[config.mk]
export PLATFORM = sky130hd
export DESIGN_NAME = cp0_unit
export DESIGN_NICKNAME = d
export VERILOG_FILES = /design/src/rtl/cp0_unit.sv
export SDC_FILE = /design/constraint.sdc
export NUM_CORES = 1
export LEC_CHECK = 0
export CAP_MARGIN = 20
export CORE_MARGIN = 1
export CORE_UTILIZATION = 33
export DETAILED_ROUTE_END_ITERATION = 16
export SLEW_MARGIN = 20
export SYNTH_ARGS = -nofsm -noshare
export SYNTH_HDL_FRONTEND = slang
export SYNTH_SLANG_ARGS = --single-unit
[constraint.sdc]
create_clock -name clk -period 3.3 [get_ports clk]
set_input_delay 0.66 -clock clk [delete_from_list [all_inputs] [get_ports clk]]
set_output_delay 0.66 -clock clk [all_outputs]
set_load 0.05 [all_outputs]
[src/rtl/cp0_unit.sv]
// Coprocessor-0 exception controller: SR, Cause, EPC and PRId registers,
// interrupt/exception detection for the M-stage instruction, eret and mtc0/mfc0.
module cp0_unit #(
  parameter logic [31:0] PRID    = 32'h0000_2000,
  parameter logic [31:0] HANDLER = 32'h0000_4180
) (
  input  logic        clk,
  input  logic        reset,
  input  logic [4:0]  addr,
  input  logic        we,
  input  logic [31:0] din,
  output logic [31:0] dout,
  input  logic [31:0] pc,
  input  logic        bd,
  input  logic [4:0]  exc_code,
  input  logic [5:0]  hw_int,
  input  logic        eret,
  output logic        irq,
  output logic [31:0] epc_out
);

  localparam logic [4:0] ADDR_SR    = 5'd12;
  localparam logic [4:0] ADDR_CAUSE = 5'd13;
  localparam logic [4:0] ADDR_EPC   = 5'd14;
  localparam logic [4:0] ADDR_PRID  = 5'd15;

  logic [5:0]  sr_im_q,    sr_im_d;
  logic        sr_exl_q,   sr_exl_d;
  logic        sr_ie_q,    sr_ie_d;
  logic        cause_bd_q, cause_bd_d;
  logic [5:0]  cause_ip_q, cause_ip_d;
  logic [4:0]  cause_exc_q, cause_exc_d;
  logic [31:0] epc_q,      epc_d;

  logic        int_req;
  logic        exc_req;
  logic [31:0] sr_val;
  logic [31:0] cause_val;
  logic [31:0] victim_pc;

  assign sr_val    = {16'd0, sr_im_q, 8'd0, sr_exl_q, sr_ie_q};
  assign cause_val = {cause_bd_q, 15'd0, cause_ip_q, 3'd0, cause_exc_q, 2'd0};
  assign victim_pc = {pc[31:2], 2'b00};

  // Request detection and the combinational outputs; EXL masks everything so
  // faults taken inside the handler are dropped rather than nested.
  always_comb begin
    int_req = (|(hw_int & sr_im_q)) & sr_ie_q & ~sr_exl_q;
    exc_req = (exc_code != 5'd0) & ~sr_exl_q;
    irq     = int_req | exc_req;
    epc_out = irq ? HANDLER : epc_q;
    unique case (addr)
      ADDR_SR:    dout = sr_val;
      ADDR_CAUSE: dout = cause_val;
      ADDR_EPC:   dout = epc_q;
      ADDR_PRID:  dout = PRID;
      default:    dout = 32'd0;
    endcase
  end

  // Next-state: exception entry wins over eret, eret wins over mtc0.
  always_comb begin
    sr_im_d     = sr_im_q;
    sr_exl_d    = sr_exl_q;
    sr_ie_d     = sr_ie_q;
    cause_bd_d  = cause_bd_q;
    cause_ip_d  = hw_int;
    cause_exc_d = cause_exc_q;
    epc_d       = epc_q;
    if (irq) begin
      sr_exl_d    = 1'b1;
      cause_bd_d  = bd;
      cause_exc_d = int_req ? 5'd0 : exc_code;
      epc_d       = bd ? (victim_pc - 32'd4) : victim_pc;
    end else if (eret) begin
      sr_exl_d = 1'b0;
    end else if (we) begin
      unique case (addr)
        ADDR_SR: begin
          sr_im_d  = din[15:10];
          sr_exl_d = din[1];
          sr_ie_d  = din[0];
        end
        ADDR_CAUSE: cause_exc_d = din[6:2];
        ADDR_EPC:   epc_d       = {din[31:2], 2'b00};
        default:    ;
      endcase
    end
  end

  // Register update with synchronous reset.
  always_ff @(posedge clk) begin
    if (reset) begin
      sr_im_q     <= 6'd0;
      sr_exl_q    <= 1'b0;
      sr_ie_q     <= 1'b0;
      cause_bd_q  <= 1'b0;
      cause_ip_q  <= 6'd0;
      cause_exc_q <= 5'd0;
      epc_q       <= 32'd0;
    end else begin
      sr_im_q     <= sr_im_d;
      sr_exl_q    <= sr_exl_d;
      sr_ie_q     <= sr_ie_d;
      cause_bd_q  <= cause_bd_d;
      cause_ip_q  <= cause_ip_d;
      cause_exc_q <= cause_exc_d;
      epc_q       <= epc_d;
    end
  end

endmodule

# Word-level counts from Yosys, hierarchy flattened
# Cells that the tools add are included.
[word_totals]
regBits = 52
output_inout_bits = 65
in_bits = 85
elab_cells = 48
[op_classes]
n_bitwise = 8
n_eq_ne = 5
reduce_logical = 11
n_addsub = 1
muxes = 16
[ops]
columns = ["cell", "n"]
rows = [
  ["32-bit 2-to-1 mux", 6],
  ["32-bit case mux with 4 select lines", 1],
  ["32-bit by 3-bit subtractor with 32-bit output, second input constant", 1],
  ["5-bit 2-to-1 mux", 5],
  ["5-bit by 4-bit equality test with 1-bit output, second input constant", 4],
  ["6-bit AND", 1],
  ["3-bit AND reduction", 2],
  ["2-bit nonzero test", 3],
  ["3-bit nonzero test", 2],
  ["6-bit OR reduction", 1],
  ["5-bit nonzero test", 1],
  ["1-bit 2-to-1 mux", 4],
  ["4-bit AND reduction", 1],
  ["1-bit AND", 3],
  ["1-bit inverter", 3],
  ["2-bit by 1-bit inequality test with 1-bit output, second input constant", 1],
  ["2-bit AND reduction", 1],
  ["1-bit OR", 1],
]

# Depth between registers and ports, before layout
[depth]
ltp_word = 7
depth_mapped = 7
ltp_nobuf = 6

# Least setup slack after synthesis
# OpenSTA, ideal clock, no wires.
[synth_path]
path_kind = "in2out"
from = "in addr[1]"
to = "out dout[2]"
slack_ps = -56
n_path_buf = 4
t_arrival_ps = 2696
required_time_ps = 2640
cell_stages = 7
cell_sequence = "clkbuf_1 -> nor2b_1 -> clkbuf_1 -> clkbuf_1 -> clkbuf_1 -> a22oi_1 -> nor2_1"
[synth_via]
elab_chain_cells = 2
elab_cells_between_ends = 5
classes_between = "eq/ne: 4; mux: 1"
[synth_rtl]
columns = ["element", "line_no", "rtl"]
rows = [
  ["start, declared", "9", "input logic [4:0] addr,"],
  ["5-bit by 4-bit equality test with 1-bit output", "52", "unique case (addr)"],
  ["32-bit case mux with 4 select lines (*)", "52", ""],
  ["end, declared", "12", "output logic [31:0] dout,"],
]
# Every way passes the cells marked *; elsewhere a longest branch is shown, timed or not.

# Final worst setup path
[layout_path]
from = "in exc_code[0]"
to = "out epc_out[14]"
[layout_via]
elab_chain_cells = 4
[layout_rtl]
columns = ["element", "line_no", "rtl"]
rows = [
  ["start, declared", "15", "input logic [4:0] exc_code,"],
  ["5-bit nonzero test", "49", "exc_req = (exc_code != 5'd0) & ~sr_exl_q;"],
  ["1-bit AND", "49", ""],
  ["1-bit OR", "50", "irq = int_req | exc_req;"],
  ["32-bit 2-to-1 mux", "51", "epc_out = irq ? HANDLER : epc_q;"],
  ["end, declared", "19", "output logic [31:0] epc_out"],
]
# No other way between the ends.

==> impl_metrics.json <==
{
  "status": "finished clean",
  "drive_above_1_share": 0.2062,
  "synthMuxAreaShare": 0.05463,
  "postSynthCellCount": 488,
  "crit_required_ps": 2640,
  "initial_core_util": 0.3384,
  "synth-async-reset-ratio": 0,
  "ant_nets": 0,
  "use_met1": 0.3466,
  "wire_per_inst_um": 20.20,
  "cp-end-kind": "primary output",
  "p_sw_mw": 0.6133,
  "worstPathCellList": "clkdlybuf4s50_1 -> or4_1 -> o21a_2 -> or3_1 -> buf_4",
  "cts_setup_buffers": 0,
  "start_kind": "primary input",
  "grt_pass1_vias": 4277,
  "ys_ff_latch": 50,
  "area_growth_pct": 64.33,
  "htreeDepth": 2,
  "rows": 39,
  "cap_violations": 0,
  "max_stage_delay_ps": 600,
  "cts_buffer_depth": 2,
  "regArea_um2": 1001,
  "worst_pin_slew_ps": 696.4,
  "antenna_found_initial": 0,
  "syn_avg_cell_area_um2": 7.884,
  "design.core.area_um2": 11370,
  "dr.pass1.iters": 5,
  "setup_violations": 0,
  "die_y_um": 110.0,
  "gr-max-usage-layer": "met2",
  "fmax_mhz": 310.8,
  "drt_iter0_markers": 269,
  "viasPerCell": 6.030,
  "use_met2": 0.4205,
  "layout.cells.non_filler": 759,
  "arrival_ps": 2560,
  "syn_area_um2": 3847,
  "cts-root-buf": "clkbuf_16",
  "tns_ps": 0,
  "finalWirelength_mm": 15.33,
  "placedCellCount": 751,
  "grtUsageTotal": 0.2542,
  "worstSetupPathType": "in -> out",
  "crit_fanout": 7,
  "rsz0062_at_grt": "no",
  "hp-class": "reg -> reg",
  "antenna_cells": 0,
  "synth_compound_area_frac": 0.2693,
  "pwr-share-comb": 0.344,
  "synthDistinctLibCells": 58,
  "ys_warn_count": 0,
  "ys_seq_area_frac": 0.2602,
  "skew_ps": 3.731,
  "multi_input_area_um2": 2630,
  "crit_slowest_cell": "or4_1",
  "clkPwrFrac": 0.294,
  "route.detailed.drc": 0,
  "p_seq_frac": 0.362,
  "use_met3": 0.03469,
  "yosys.area_share.xor_xnor": 0.01593,
  "clock-sinks": 50,
  "switching_share": 0.3243,
  "finalHoldViolCount": 0,
  "nFillCells": 1003,
  "slew_headroom": 0.5318,
  "ios": 150,
  "path_clk_slew_ps": 70,
  "fin_nets": 701,
  "cts_made_buffers": 5,
  "synth_ff_type": "dfxtp_1",
  "dp_hpwl_mm": 11.55,
  "grt_pass1_wl_mm": 23.72,
  "synth-edff-count": 0,
  "synth_top_family_by_area": "simple AND/OR/NAND/NOR gates",
  "pwr_density_cell_nw_per_um2": 299.1,
  "worstSkewPairLatency_ps": 290,
  "routed-via-count": 4577,
  "vdd_drop_max_v": 0.0002142,
  "fin_crit_sh": 0.9751,
  "slew_viol_final": 0,
  "die_area_um2": 12090,
  "grt_overflow_total": 0,
  "total_leakage_power_nw": 2.361,
  "yosys.area_share.simple": 0.3255,
  "p_int_mw": 1.278,
  "yosys.area_share.adder": 0.003252,
  "cts_tree": "done",
  "portBuffers": 145,
  "die_w_um": 110.0,
  "grt_max_degree": 50,
  "routabilityCongestion": 0.8563,
  "fin_crit_ps": 3218
}
==> synth_stat cells (all sizes together) (4+ instances only) <==
master | number | area [um2]
o31ai | 30 | 225.2
mux2i | 21 | 210.2
and4 | 6 | 52.55
nor2 | 20 | 75.07
a31oi | 16 | 100.1
xnor2 | 5 | 43.79
a22oi | 6 | 45.04
a41o | 14 | 140.1
a211oi | 19 | 142.6
nand2 | 16 | 60.06
a211o | 4 | 35.03
nor3 | 7 | 40.04
or3 | 17 | 106.4
nand4 | 28 | 175.2
clkbuf | 46 | 172.7
nor4 | 8 | 50.05
o21ai | 8 | 40.03
nand3 | 4 | 20.02
a21oi | 14 | 70.07
dfxtp | 50 | 1001
and3 | 48 | 300.3
or2 | 6 | 37.54
or4 | 21 | 165.2
nor2b | 12 | 75.07
o41ai | 6 | 52.55
buf | 15 | 78.82
inv | 4 | 15.01
==> per-stage QoR <==
step           hold slack [ps]  power [mW]  utilization  setup slack, ps  instance area [um2]
2_1_floorplan            443.5       1.005            -            155.3                 3866
3_3_place_gp             460.1       1.336       0.5418            60.98                 6160
4_1_cts                  484.0       1.894       0.5560            35.87                 6321
6_report                 483.4       1.891       0.5561            82.05                 6322
3_5_place_dp             474.5       1.342       0.5418            44.40                 6160
5_1_grt                  508.3       1.973       0.5561            7.465                 6322
==> flip-flops by register name, indices dropped and copies added (netlist names) <==
name	cells
cause_ip_q	6
sr_im_q	6
epc_q	30
cause_bd_q	1
sr_ie_q	1
cause_exc_q	5
sr_exl_q	1
==> power by group through the flow <==
stage	registers (mW)	logic (mW)	clock network [mW]
after floorplan	0.681	0.324	0
after global placement	0.695	0.641	0
after detailed placement	0.697	0.646	0
after CTS	0.683	0.648	0.563
after global routing	0.688	0.691	0.593
final	0.684	0.651	0.556
==> worst paths after layout <==
check | from | end | slack, ps | depth (start not counted)
worst max-delay path | exc_code[0] | epc_out[14] | 80 | 5
worst min-delay path | sr_im_q[0] | sr_im_q[0] | 480 | 2
worst min register to register | sr_im_q[0] | sr_im_q[0] | 480 | 2
worst max register to register | sr_im_q[3] | sr_im_q[1] | 1350 | 6
==> logic make-up after synthesis <==
logic type | count (synthesis)
flip-flops | 50
AO/OA/AOI/OAI | 138
AND/OR/NAND/NOR | 204
other | 1
multiplexers | 21
buffers and inverters | 66
adder cells (fa/ha/maj) | 1
XOR/XNOR | 7
==> layout by cell type (no fill, tap or decap), drive strengths merged, types with 3 or more instances in the layout <==
cell / count
or3: 17
o31ai: 30
nand3: 4
clkbuf: 7
nand2: 16
nand4: 28
and4: 6
a31oi: 16
dfxtp: 50
mux2i: 21
a211o: 4
or4: 21
inv: 4
a22oi: 6
a21oi: 14
a211oi: 19
nor2: 20
nor2b: 12
a41o: 14
clkdlybuf4s50: 82
o41ai: 6
xnor2: 5
or2: 6
and3: 48
nor3: 7
buf: 98
a22o: 3
nor4: 8
o21ai: 8
o21a: 3
==> metal layers <==
| metal | share of wire | vias to the layer above |
|---|---|---|
| li1 | - | 2189 |
| met1 | 0.43 | 2156 |
| met2 | 0.48 | 211 |
| met3 | 0.073 | 21 |
| met4 | 0.016 | 0 |
| met5 | 0 | - |
==> worst max-delay path: cells and delay by family <==
kind                   cells  cell delay, ps
AO/OA/AOI/OAI              1             300
buffers and inverters      2             620
AND/OR/NAND/NOR            2             980
==> cell type report <==
type                            instances  area share
Clock buffer                            7     0.02414
Clock inverter                          1    0.001385
Inverter                                5    0.002969
Multi-Input combinational cell        373      0.4160
Sequential cell                        50      0.1583
Tap cell                              143     0.02830
Timing Repair Buffer                  180      0.3689
==> what timing repair did <==
action / 4_1_cts / 5_1_grt
setup endpoints to repair: 0 / 2
hold buffers: 0 / 0
hold endpoints to repair: 0 / 0
gates resized for setup: 0 / 1
Note: power is estimated with default switching activity, not from simulation.
